--- config.mk ---
export PLATFORM = sky130hd
export DESIGN_NAME = pipeline_run_ctrl
export DESIGN_NICKNAME = d
export VERILOG_FILES = /design/src/rtl/pipeline_run_ctrl.sv
export SDC_FILE = /design/constraint.sdc
export NUM_CORES = 1
export LEC_CHECK = 0
export CAP_MARGIN = 20
export CORE_MARGIN = 1.5
export CORE_UTILIZATION = 45
export DETAILED_ROUTE_END_ITERATION = 8
export GPL_ROUTABILITY_DRIVEN = 0
export PLACE_DENSITY = 0.78
export SYNTH_ARGS = -nofsm -noshare
export SYNTH_HDL_FRONTEND = slang
export SYNTH_SLANG_ARGS = --single-unit
--- constraint.sdc ---
create_clock -name i_clk -period 6.8 [get_ports i_clk]
set_input_delay 1.36 -clock i_clk [delete_from_list [all_inputs] [get_ports i_clk]]
set_output_delay 1.36 -clock i_clk [all_outputs]
set_load 0.02 [all_outputs]
--- src/rtl/pipeline_run_ctrl.sv ---
// rtl/pipeline_run_ctrl.sv - run-control sequencer for the 5-stage MIPS pipeline
module pipeline_run_ctrl #(
   parameter int CYCLE_BITS   = 32,
   parameter int DRAIN_CYCLES = 4,
   parameter int STATE_BITS   = 3
) (
   input  logic                  i_clk,
   input  logic                  i_reset,
   input  logic                  i_cmd_run,
   input  logic                  i_cmd_step,
   input  logic                  i_cmd_stop,
   input  logic                  i_cmd_clear,
   input  logic                  i_HALT,
   input  logic                  i_pc_Write,
   input  logic                  i_IFID_Write,
   output logic                  o_pipe_en,
   output logic                  o_pc_Write,
   output logic                  o_IFID_Write,
   output logic                  o_step_ack,
   output logic                  o_done,
   output logic [STATE_BITS-1:0] o_state,
   output logic [CYCLE_BITS-1:0] o_cycle_count
);

   // Drain counter only needs to hold DRAIN_CYCLES down to 1.
   localparam int DW = (DRAIN_CYCLES < 2) ? 1 : $clog2(DRAIN_CYCLES + 1);

   typedef enum logic [2:0] {
      ST_IDLE  = 3'd0,
      ST_RUN   = 3'd1,
      ST_STEP  = 3'd2,
      ST_DRAIN = 3'd3,
      ST_DONE  = 3'd4
   } state_t;

   state_t                state_q, state_d;
   logic [DW-1:0]         drain_q, drain_d;
   logic [CYCLE_BITS-1:0] count_q, count_d;
   logic                  step_ack_q, step_ack_d;
   logic                  pipe_en;

   // Enable is a pure decode of the state register, never of the command inputs.
   assign pipe_en = (state_q == ST_RUN) || (state_q == ST_STEP) || (state_q == ST_DRAIN);

   // State, drain counter, cycle counter and step acknowledge registers.
   always_ff @(posedge i_clk or posedge i_reset) begin
      if (i_reset) begin
         state_q    <= ST_IDLE;
         drain_q    <= '0;
         count_q    <= '0;
         step_ack_q <= 1'b0;
      end else begin
         state_q    <= state_d;
         drain_q    <= drain_d;
         count_q    <= count_d;
         step_ack_q <= step_ack_d;
      end
   end

   // Next-state decode: stop > run > step; HALT is only looked at while enabled.
   always_comb begin
      state_d    = state_q;
      drain_d    = drain_q;
      step_ack_d = (state_q == ST_STEP);
      case (state_q)
         ST_IDLE: begin
            if (i_cmd_run)       state_d = ST_RUN;
            else if (i_cmd_step) state_d = ST_STEP;
         end
         ST_RUN: begin
            if (i_HALT) begin
               state_d = ST_DRAIN;
               drain_d = DW'(DRAIN_CYCLES);
            end else if (i_cmd_stop) begin
               state_d = ST_IDLE;
            end
         end
         ST_STEP: begin
            if (i_HALT) begin
               state_d = ST_DRAIN;
               drain_d = DW'(DRAIN_CYCLES);
            end else begin
               state_d = ST_IDLE;
            end
         end
         ST_DRAIN: begin
            drain_d = drain_q - DW'(1);
            if (drain_q == DW'(1)) state_d = ST_DONE;
         end
         ST_DONE: begin
            if (i_cmd_clear) state_d = ST_IDLE;
         end
         default: begin
            state_d = ST_IDLE;
            drain_d = '0;
         end
      endcase
   end

   // Saturating count of enabled cycles; clear only honoured while parked.
   always_comb begin
      count_d = count_q;
      if (pipe_en && (count_q != {CYCLE_BITS{1'b1}})) count_d = count_q + CYCLE_BITS'(1);
      if (((state_q == ST_IDLE) || (state_q == ST_DONE)) && i_cmd_clear) count_d = '0;
   end

   assign o_pipe_en     = pipe_en;
   assign o_pc_Write    = i_pc_Write & pipe_en & (state_q != ST_DRAIN);
   assign o_IFID_Write  = i_IFID_Write & pipe_en;
   assign o_step_ack    = step_ack_q;
   assign o_done        = (state_q == ST_DONE);
   assign o_state       = STATE_BITS'(state_q);
   assign o_cycle_count = count_q;

endmodule

### Yosys cells after proc, flatten, opt, wreduce, memory -nomap -nowiden

Cells that the tools add are included.

| word-level totals | value |
|---|---|
| output and inout port bits | 40 |
| input port bits | 9 |
| flip-flop bits (word level) | 39 |
| word-level logic and storage cells | 45 |

| operators by class | value |
|---|---|
| mux-type cells | 12 |
| equal/unequal tests | 12 |
| reductions and logical operators | 11 |
| bitwise operators | 4 |
| add/sub/neg operators | 2 |

Operators by type and width:

| kind | count |
|---|---|
| $mux W32 | 2 |
| $add A32 B1 Y32 const B | 1 |
| $ne A32 B32 Y1 const B | 1 |
| $mux W3 | 7 |
| $pmux W3 S5 | 1 |
| $pmux W3 S3 | 1 |
| $eq A3 B1 Y1 const B | 2 |
| $eq A3 B2 Y1 const B | 2 |
| $ne A3 B3 Y1 const B | 2 |
| $ne A2 B1 Y1 const B | 2 |
| $reduce_and A4 Y1 | 1 |
| $reduce_or A2 Y1 | 2 |
| $and A1 B1 Y1 | 3 |
| $eq A3 B3 Y1 const B | 1 |
| $logic_not A3 Y1 | 1 |
| $logic_or A1 B1 Y1 | 3 |
| $ne A3 B2 Y1 const B | 1 |
| $sub A3 B1 Y3 const B | 1 |
| $logic_and A1 B1 Y1 | 2 |
| $mux W2 | 1 |
| $ne A2 B2 Y1 const B | 1 |
| $reduce_and A2 Y1 | 1 |
| $reduce_bool A2 Y1 | 1 |
| $not A1 Y1 | 1 |

### Logic depth before layout (Yosys ltp)

Gate-level depths: netlist of the first run.

| depth | value |
|---|---|
| word-level depth | 6 |
| depth in mapped cells | 9 |
| mapped depth without buffers | 6 |

### Worst setup path after synthesis of the first run

Ideal clock, no wire load.

| timing path | value |
|---|---|
| path type | in2out |
| from | in i_pc_Write |
| to | out o_pc_Write |
| stages on the path | 1 |
| data required time | 5440 ps |
| arrival time | 1881 ps |
| path slack | 3559 ps |
| buffers on the path | 0 |
| cells stage by stage | nor3b_1 |

| between the ends | value |
|---|---|
| cells in the longest elaborated chain, start to end | 2 |

RTL lines:

| what | RTL line | text |
|---|---|---|
| start, declared | 14 | `input logic i_pc_Write,` |
| $and A1 B1 Y1 (2 in series) | 108 | `assign o_pc_Write = i_pc_Write & pipe_en & (state_q != ST_DRAIN);` |
| end, declared | 17 | `output logic o_pc_Write,` |

Every way passes these cells.

### Worst setup path after layout of the first run

Ends and elaborated chain as after synthesis.

==> results of run 1 <==
cells in the mapped netlist, drive strengths merged:
cell | n | area [µm²]
o41ai | 1 | 8.76
a21o | 3 | 22.5
nor2 | 10 | 37.5
nand4 | 8 | 50.1
nor2b | 3 | 18.8
o2111ai | 1 | 8.76
o311ai | 1 | 8.76
and2 | 5 | 31.3
o221ai | 1 | 8.76
o31a | 1 | 8.76
o32ai | 3 | 26.3
o21bai | 1 | 7.51
a31oi | 1 | 6.26
o211ai | 3 | 22.5
and3 | 3 | 18.8
nand2b | 4 | 25.0
buf | 7 | 36.3
maj3 | 1 | 10.0
o221a | 1 | 11.3
xnor2 | 3 | 26.3
o21ai | 10 | 50.0
dfrtp | 39 | 976
a221oi | 1 | 8.76
or2 | 2 | 12.5
clkbuf | 4 | 15.0
mux2i | 6 | 60.1
nor3 | 6 | 30.0
nor3b | 2 | 15.0
nor4 | 3 | 18.8
a21oi | 16 | 80.1
xor2 | 1 | 8.76
or3 | 4 | 30.0
ha | 3 | 37.5
nand2 | 24 | 90.1
and4 | 1 | 8.76
or4 | 16 | 120
nand3 | 21 | 110
inv | 7 | 26.3
a22o | 2 | 17.5
o31ai | 15 | 126
flip-flops by register name (all words and copies together) (netlist names):
register / flops
o_cycle_count: 32
drain_q: 3
o_state: 3
o_step_ack: 1
metrics by stage:
step,cells,util,area (µm²),worst slack [ns],total power [mW]
finish,358,0.603,2870,2.81,1.08
CTS,358,0.603,2870,2.80,1.09
global route,358,0.603,2870,2.72,1.16
detailed placement,350,0.581,2760,2.79,0.911
global placement,350,0.581,2760,2.85,0.898
floorplan,244,-,2240,3.56,0.700
path summary, 6_finish.rpt:
| check | start | endpoint | slack [ns] | depth (start not counted) |
|---|---|---|---|---|
| setup / recovery | i_pc_Write | o_pc_Write | 2.81 | 3 |
| hold / removal | drain_q[1]$_DFFE_PP0P_ | drain_q[1]$_DFFE_PP0P_ | 0.55 | 2 |
| setup reg to reg | o_cycle_count[2]$_DFFE_PP0P_ | o_cycle_count[29]$_DFFE_PP0P_ | 3.94 | 5 |
| hold reg to reg | drain_q[1]$_DFFE_PP0P_ | drain_q[1]$_DFFE_PP0P_ | 0.55 | 2 |
| max in group asynchronous | i_reset | o_step_ack$_DFF_PP0_ | 4.97 | 3 |
| min in group asynchronous | i_reset | o_cycle_count[24]$_DFFE_PP0P_ | 1.47 | 3 |
cell families (layout without fill, tap and decap cells):
logic type                 after synthesis  count (layout)  synth area share
adders and majority gates                4               4            0.0213
muxes                                    6               6            0.0269
AOI/OAI and AO/OA                       61              61             0.189
xor gates and xnor gates                 4               4            0.0157
and+or+nand+nor                        112             112             0.276
buffers and inverters                   18              65            0.0347
DFF                                     39              39             0.436
layer usage:
layer / routed length, µm / part of all wire / track usage / vias up
met5: 0 / 0 / 0 / -
met4: 67 / 0.012 / 0.0864 / 0
met3: 357 / 0.066 / 0.0466 / 6
met2: 2520 / 0.47 / 0.336 / 82
met1: 2460 / 0.46 / 0.293 / 1033
li1: - / - / - / 1029
layout make-up:
| cell class | count | area (µm²) | share of cell area |
|---|---|---|---|
| Sequential cell | 39 | 976 | 0.340 |
| Multi-Input combinational cell | 187 | 1180 | 0.412 |
| Clock buffer | 7 | 96.3 | 0.0336 |
| Tap cell | 67 | 83.8 | 0.0292 |
| Clock inverter | 1 | 7.51 | 0.00262 |
| Inverter | 7 | 26.3 | 0.00916 |
| Timing Repair Buffer | 50 | 495 | 0.173 |
power by group:
part	switching, mW	internal, mW	leakage, nW
registers	0.110	0.305	0.513
logic	0.268	0.224	0.560
clock network	0.0829	0.0922	0.0505
total	0.461	0.621	1.12
worst max-delay path, delay by kind of cell:
family                 cells  cell delay (ns)
buffers and inverters      2             1.09
AND/OR/NAND/NOR            1             0.18
==> flow_metrics.env, run 1 <==
export IMPL_setup_viol=0
export IMPL_timing_worst_slew_pin_value_ns=0.999
export IMPL_antennaDiodeCount=0
export IMPL_worst_setup_hold_path_clk_slew_ns=0.07
export IMPL_final_antenna_net_count=0
export IMPL_min_period_over_period=0.587
export IMPL_die_x_um=73.5
export IMPL_crit_slowest_cell="clkdlybuf4s50_1"
export IMPL_nets=302
export IMPL_final_hold_worst_slack_ns=0.547
export IMPL_grt_pass1_vias=1927
export IMPL_critical_path_arrival_ns=2.63
export IMPL_maximum_fanout_count_along_the_critical_path=1
export IMPL_detail_route_iter0_violations=167
export IMPL_cts_buffers_inserted=5
export IMPL_result_of_the_run="completed"
export IMPL_clock_tree_root_cell="clkbuf_8"
export IMPL_timing_max_cap_violations=0
export IMPL_hpwl_mm=3.75
export IMPL_final_period_minus_worst_setup_slack_ns=3.99
export IMPL_post_synth_num_cell_types=47
export IMPL_synth_sequential_area_ratio=0.436
export IMPL_layout_commonest_cell="clkdlybuf4s50_1"
export IMPL_cts_max_level=2
export IMPL_core_rowCount=25
export IMPL_synth_yosys_warnings=0
export IMPL_initial_core_util=0.470
export IMPL_hold_viol_final=0
export IMPL_max_clock_path_buffers=2
export IMPL_fillers=434
export IMPL_cts_tree="yes"
export IMPL_grt_first_pass_wirelength_mm=9.04
export IMPL_areaGrowthSynthToFinish_pct=28.3
export IMPL_crit_type="primary input to output port"
export IMPL_worst_ir_drop_vdd_uv=193
export IMPL_hold_path_class="register to register"
export IMPL_fp_dieArea_mm2=0.00540
export IMPL_average_instance_area_after_synthesis_um2=9.16
export IMPL_layout_common_cells="48 x clkdlybuf4s50_1, 39 x dfrtp_1, 24 x nand2_1"
export IMPL_path_common_cell="clkdlybuf4s50_1"
export IMPL_critical_path_startpoint_type="primary input"
export IMPL_synth_net_count=256
export IMPL_unrepaired_setup_endpoints_after_global_routing="false"
export IMPL_cts_setup_buffers=0
export IMPL_die_height_um=73.5
export IMPL_clkLatencyLatePin_ns=0.30
export IMPL_worst_setup_path_end_kind="output port"
export IMPL_power_leakage_nw=1.12
export IMPL_grt_max_degree=40
export IMPL_slew_headroom=0.328
export IMPL_netlist_area_mm2=0.00224
export IMPL_count_of_state_elements_after_synthesis=39
export IMPL_cts_repair_resized=0
export IMPL_worstPathCellList="clkdlybuf4s50_1, nor3b_1, clkdlybuf4s50_1"
export IMPL_quantity_of_hold_fixing_buffers_added_after_cts=0
export IMPL_vias=2150
export IMPL_setup_total_negative_slack_ns=0
export IMPL_critPathMaxStageDelay_ns=0.64
export IMPL_clock_sink_count=39
export IMPL_layout_drive_gt1_share=0.0550
export IMPL_worst_endpoint_required_ns=5.44
export IMPL_grt_overflow_total=0
export IMPL_cellPowerDensity_mw_per_mm2=377
export IMPL_detailedRoute_firstPassIterationCount=4
export IMPL_slew_viol_final=0
export IMPL_detail_route_drc_violations=0
export IMPL_final_setup_skew_ns=0.00825
export IMPL_detail_route_vias_per_cell=6.01
export IMPL_global_route_usage_total=0.216
export IMPL_io_pins=49
export IMPL_buffer_ports_inserted=48
export IMPL_grt_antenna_before_repair=0
export IMPL_fmax_mhz=251
export IMPL_drt_wl_total_mm=5.41
export IMPL_coreArea_mm2=0.00475
export IMPL_syn_instance_count=244
export IMPL_final_routed_wire_length_divided_by_cell_count_um=15.1
Power figures use the tool's default switching activity.
==> inputs of run 2 (changes only) <==
--- a/config.mk
+++ b/config.mk
@@ -10,7 +10,7 @@
 export CORE_UTILIZATION = 45
 export DETAILED_ROUTE_END_ITERATION = 8
 export GPL_ROUTABILITY_DRIVEN = 0
-export PLACE_DENSITY = 0.78
+export PLACE_DENSITY = 0.81
 export SYNTH_ARGS = -nofsm -noshare
 export SYNTH_HDL_FRONTEND = slang
 export SYNTH_SLANG_ARGS = --single-unit
==> constraint.sdc (replaced) <==
create_clock -name i_clk -period 3.5 [get_ports i_clk]
set_input_delay 0.7 -clock i_clk [delete_from_list [all_inputs] [get_ports i_clk]]
set_output_delay 0.7 -clock i_clk [all_outputs]
set_load 0.02 [all_outputs]
==> run 2 against run 1 <==
Against the previous run:
- setup slack got worse by 2.1 ns
- largest cell class unchanged
- sequential power increased by 93%
- final area increased by 0.92%
- wire length decreased by 1.1%
==> flow_metrics.env, run 2 (synthesis gave the netlist of run 1 again) <==
export IMPL_coreArea_mm2=0.00475
export IMPL_clock_tree_root_cell="clkbuf_8"
export IMPL_grt_antenna_before_repair=0
export IMPL_nets=306
export IMPL_worst_ir_drop_vdd_uv=357
export IMPL_path_common_cell="nor2_1"
export IMPL_slew_viol_final=0
export IMPL_multi_input_combinational_cell_area_mm2=0.00118
export IMPL_result_of_the_run="completed"
export IMPL_cts_max_level=2
export IMPL_max_clock_path_buffers=2
export IMPL_grt_pass1_vias=1887
export IMPL_detail_route_iter0_violations=237
export IMPL_cts_setup_buffers=0
export IMPL_slew_headroom=0.460
export IMPL_detail_route_drc_violations=0
export IMPL_initial_core_util=0.470
export IMPL_unrepaired_setup_endpoints_after_global_routing="false"
export IMPL_min_period_over_period=0.787
export IMPL_detail_route_vias_per_cell=5.84
export IMPL_grt_overflow_total=0
export IMPL_maximum_fanout_count_along_the_critical_path=14
export IMPL_clkLatencyLatePin_ns=0.29
export IMPL_layout_drive_gt1_share=0.0644
export IMPL_final_antenna_net_count=0
export IMPL_die_x_um=73.5
export IMPL_hpwl_mm=3.79
export IMPL_drt_wl_total_mm=5.35
export IMPL_power_share_switching=0.422
export IMPL_layout_commonest_cell="clkdlybuf4s50_1"
export IMPL_cellPowerDensity_mw_per_mm2=727
export IMPL_critical_path_startpoint_type="register"
export IMPL_quantity_of_hold_fixing_buffers_added_after_cts=0
export IMPL_timing_max_cap_violations=0
export IMPL_fillers=403
export IMPL_crit_type="register to output port"
export IMPL_largest_reg_flops=32
export IMPL_antennaDiodeCount=0
export IMPL_fmax_mhz=363
export IMPL_final_area_mm2=0.00289
export IMPL_seq_area_um2=976
export IMPL_worst_setup_path_end_kind="output port"
export IMPL_final_routed_wire_length_divided_by_cell_count_um=14.8
export IMPL_worstPathCellList="nor2_1, nor2_1, buf_4, clkdlybuf4s50_1"
export IMPL_hold_viol_final=0
export IMPL_worst_setup_hold_path_clk_slew_ns=0.07
export IMPL_final_setup_skew_ns=0.00914
export IMPL_setup_viol=0
export IMPL_post_dp_cell_area_mm2=0.00279
export IMPL_critical_path_arrival_ns=2.06
export IMPL_vias=2113
export IMPL_clock_sink_count=39
export IMPL_setup_total_negative_slack_ns=0
export IMPL_timing_worst_slew_pin_value_ns=0.809
export IMPL_seq_power_share=0.381
export IMPL_core_rowCount=25
export IMPL_global_route_usage_total=0.214
export IMPL_critPathMaxStageDelay_ns=0.62
export IMPL_cts_tree="yes"
export IMPL_internal_power_mw=1.21
export IMPL_combPwrFrac=0.463
export IMPL_areaGrowthSynthToFinish_pct=29.4
export IMPL_grt_max_degree=27
export IMPL_power_clock_fraction=0.156
export IMPL_fp_dieArea_mm2=0.00540
export IMPL_layout_common_cells="48 x clkdlybuf4s50_1, 39 x dfrtp_1, 24 x nand2_1"
export IMPL_cts_buffers_inserted=5
export IMPL_power_switching_mw=0.888
export IMPL_grt_first_pass_wirelength_mm=9.05
export IMPL_worst_endpoint_required_ns=2.80
export IMPL_die_height_um=73.5
export IMPL_detailedRoute_firstPassIterationCount=4
export IMPL_io_pins=49
export IMPL_hold_path_class="register to register"
export IMPL_cts_repair_resized=0
export IMPL_crit_slowest_cell="clkdlybuf4s50_1"
export IMPL_final_period_minus_worst_setup_slack_ns=2.76
export IMPL_power_leakage_nw=1.14
export IMPL_buffer_ports_inserted=48
## run 2: changes by cell type in the layout (fill, tap and decap cells not counted), sizes merged
| cell | delta |
|---|---|
| clkinvlp | -1 |
| buf | +4 |
| clkbuf | +1 |
## run 2: final cells by class
type,count,share of cell area
Timing Repair Buffer,54,0.182
Inverter,7,0.00908
Tap cell,67,0.0290
Sequential cell,39,0.337
Multi-Input combinational cell,187,0.409
Clock buffer,8,0.0346
## run 2: worst paths after layout
| kind | from | endpoint | slack [ns] | cells past startpoint |
|---|---|---|---|---|
| worst min register to register | o_cycle_count[7]$_DFFE_PP0P_ | o_cycle_count[7]$_DFFE_PP0P_ | 0.55 | 1 |
| worst max-delay path | o_state[0]$_DFFE_PP0P_ | o_pipe_en | 0.74 | 4 |
| max in group asynchronous | i_reset | o_cycle_count[31]$_DFFE_PP0P_ | 2.10 | 3 |
| worst min-delay path | o_cycle_count[7]$_DFFE_PP0P_ | o_cycle_count[7]$_DFFE_PP0P_ | 0.55 | 1 |
| worst max register to register | o_cycle_count[3]$_DFFE_PP0P_ | o_cycle_count[8]$_DFFE_PP0P_ | 0.82 | 6 |
| min in group asynchronous | i_reset | o_cycle_count[17]$_DFFE_PP0P_ | 0.78 | 2 |
## run 2: critical path: cells and delay by family, from the launching register on
kind	cells	cell delay [ns]
DFF	1	0.61
and+or+nand+nor	2	0.34
buffers and inverters	2	0.82
## run 2: layer usage
layer	part of all wire	global-route usage
met1	0.47	0.315
met2	0.47	0.315
met3	0.051	0.0425
met4	0.013	0.0720
met5	0	0
## run 2: power groups by stage
stage          Combinational [mW]  Clock [mW]  Sequential (mW)
2_1_floorplan               0.471           0            0.889
5_1_grt                      1.05       0.355            0.832
6_report                    0.973       0.328            0.802
3_5_place_dp                0.970           0            0.805
3_3_place_gp                0.947           0            0.800
4_1_cts                     0.977       0.334            0.799
## run 2: metrics by stage
| stage | setup WS [ns] | total power [mW] | instances | hold slack [ns] | utilization |
|---|---|---|---|---|---|
| 2_1_floorplan | 1.00 | 1.36 | 244 | 0.489 | - |
| 3_3_place_gp | 0.866 | 1.75 | 354 | 0.514 | 0.588 |
| 3_5_place_dp | 0.815 | 1.78 | 354 | 0.532 | 0.588 |
| 4_1_cts | 0.728 | 2.11 | 362 | 0.545 | 0.609 |
| 5_1_grt | 0.620 | 2.24 | 362 | 0.547 | 0.609 |
| 6_report | 0.744 | 2.10 | 362 | 0.547 | 0.609 |
==> inputs of run 3 (changes only) <==
==> constraint.sdc (replaced) <==
create_clock -name i_clk -period 2.4 [get_ports i_clk]
set_input_delay 0.48 -clock i_clk [delete_from_list [all_inputs] [get_ports i_clk]]
set_output_delay 0.48 -clock i_clk [all_outputs]
set_load 0.02 [all_outputs]
==> run 3 against run 2 <==
Against the previous run:
- power rose by 57%
- first-iteration DRC count fell by 30%
- sequential share of layout area fell by 1.8 points
- die area did not move
- utilization rose by 3.8 points
- global-route usage rose by 2.2 points
- critical path type unchanged
- critical endpoint is now o_pc_Write
==> flow_metrics.env, run 3 (synthesis gave the netlist of run 1 again) <==
export IMPL_fp_dieArea_mm2=0.00540
export IMPL_global_route_usage_met1=0.316
export IMPL_grt_busiest_layer="met2"
export IMPL_crit_type="register to output port"
export IMPL_timing_max_cap_violations=0
export IMPL_timing_worst_slew_pin_value_ns=0.503
export IMPL_largest_reg_flops=32
export IMPL_cts_tree="yes"
export IMPL_slew_viol_final=0
export IMPL_grt_antenna_before_repair=0
export IMPL_detailedRoute_firstPassIterationCount=5
export IMPL_worst_endpoint_required_ns=1.92
export IMPL_max_clock_path_buffers=2
export IMPL_global_route_usage_met2=0.384
export IMPL_drt_wl_total_mm=5.86
export IMPL_final_antenna_net_count=0
export IMPL_final_setup_skew_ns=0.00854
export IMPL_hpwl_mm=4.25
export IMPL_vias=2203
export IMPL_final_period_minus_worst_setup_slack_ns=2.28
export IMPL_layout_common_cells="48 x clkdlybuf4s50_1, 33 x dfrtp_1, 26 x buf_4"
export IMPL_cts_max_level=2
export IMPL_cellPowerDensity_mw_per_mm2=1070
export IMPL_setup_total_negative_slack_ns=0
export IMPL_use_met3=0.0535
export IMPL_result_of_the_run="completed"
export IMPL_areaGrowthSynthToFinish_pct=37.6
export IMPL_critical_path_startpoint_type="register"
export IMPL_crit_slowest_cell="clkdlybuf4s50_1"
export IMPL_hold_path_class="register to register"
export IMPL_quantity_of_hold_fixing_buffers_added_after_cts=0
export IMPL_initial_core_util=0.470
export IMPL_clkLatencyLatePin_ns=0.30
export IMPL_maximum_fanout_count_along_the_critical_path=10
export IMPL_core_rowCount=25
export IMPL_grt_max_degree=40
export IMPL_cts_setup_buffers=0
export IMPL_place_detailed_instances=375
export IMPL_critical_path_arrival_ns=1.80
export IMPL_clock_tree_root_cell="clkbuf_8"
export IMPL_fillers=407
export IMPL_grt_overflow_total=0
export IMPL_slew_headroom=0.665
export IMPL_layout_drive_gt1_share=0.146
export IMPL_fmax_mhz=438
export IMPL_global_route_usage_total=0.236
export IMPL_grt_first_pass_wirelength_mm=9.78
export IMPL_detail_route_iter0_violations=167
export IMPL_unrepaired_setup_endpoints_after_global_routing="false"
export IMPL_final_routed_wire_length_divided_by_cell_count_um=15.3
export IMPL_power_leakage_nw=1.24
export IMPL_worst_ir_drop_vdd_uv=641
export IMPL_buffer_ports_inserted=48
export IMPL_detail_route_drc_violations=0
export IMPL_detail_route_vias_per_cell=5.77
export IMPL_antennaDiodeCount=0
export IMPL_layout_commonest_cell="clkdlybuf4s50_1"
export IMPL_post_layout_total_power_mw=3.30
export IMPL_hold_viol_final=0
export IMPL_die_x_um=73.5
export IMPL_coreArea_mm2=0.00475
export IMPL_worst_setup_path_end_kind="output port"
export IMPL_clock_sink_count=39
export IMPL_worstPathCellList="buf_4, xnor2_1, nor3b_1, clkdlybuf4s50_1"
export IMPL_setup_viol=0
export IMPL_io_pins=49
export IMPL_nets=327
export IMPL_layout_cells_non_filler=382
export IMPL_min_period_over_period=0.951
export IMPL_final_hold_worst_slack_ns=0.510
export IMPL_die_height_um=73.5
export IMPL_cts_buffers_inserted=5
export IMPL_worst_setup_hold_path_clk_slew_ns=0.08
export IMPL_critPathMaxStageDelay_ns=0.63
export IMPL_grt_pass1_vias=2078
export IMPL_cts_repair_resized=0
run 3: cell count changes in the layout (fill, tap and decap cells not counted), sizes merged:
| cell | before | now |
|---|---|---|
| clkbuf | 8 | 6 |
| buf | 6 | 27 |
| bufinv | 0 | 1 |
run 3: final timing paths:
kind                                                    from                             to  slack (ns)  cells past startpoint
worst min-delay path            o_cycle_count[7]$_DFFE_PP0P_   o_cycle_count[7]$_DFFE_PP0P_        0.51                      1
worst max register to register  o_cycle_count[0]$_DFFE_PP0P_  o_cycle_count[30]$_DFFE_PP0P_        0.16                      6
max in group asynchronous                            i_reset   o_cycle_count[4]$_DFFE_PP0P_        1.42                      3
worst max-delay path                  o_state[1]$_DFFE_PP0P_                     o_pc_Write        0.12                      4
min in group asynchronous                            i_reset           o_step_ack$_DFF_PP0_        0.62                      3
worst min register to register  o_cycle_count[7]$_DFFE_PP0P_   o_cycle_count[7]$_DFFE_PP0P_        0.51                      1
run 3: worst max-delay path: cells and delay by family (launching register included):
family	cells	cell delay [ns]
xor gates and xnor gates	1	0.13
buffers and inverters	2	0.80
and+or+nand+nor	1	0.18
DFF	1	0.39
run 3: power by group:
| part | leakage (nW) | internal [mW] | total [mW] | switching [mW] |
|---|---|---|---|---|
| logic | 0.685 | 0.771 | 1.66 | 0.893 |
| clock network | 0.0513 | 0.305 | 0.537 | 0.232 |
| registers | 0.505 | 0.873 | 1.10 | 0.225 |
| total | 1.24 | 1.95 | 3.30 | 1.35 |
run 3: area by class of cell:
class	instances	area (µm²)	area share
clock buffer	6	72.6	0.0236
clock inverter	1	30.0	0.00976
inverter	7	26.3	0.00854
multi-input combinational	187	1180	0.385
sequential	39	983	0.320
tap	67	83.8	0.0272
timing repair buffer	75	696	0.226
run 3: stage by stage:
step                      setup slack (ns)  utilization  instance area [µm²]
final                                0.117        0.647                 3080
after CTS                           0.0978        0.647                 3080
after floorplan                   -0.00175            -                 2250
after global placement               0.200        0.626                 2970
after global routing               0.00745        0.647                 3080
after detailed placement             0.153        0.626                 2970
run 3: layer usage:
layer,vias up,part of all wire
met2,48,0.51
met1,1074,0.44
met3,4,0.043
li1,1077,-
met4,0,0.0082
met5,-,0
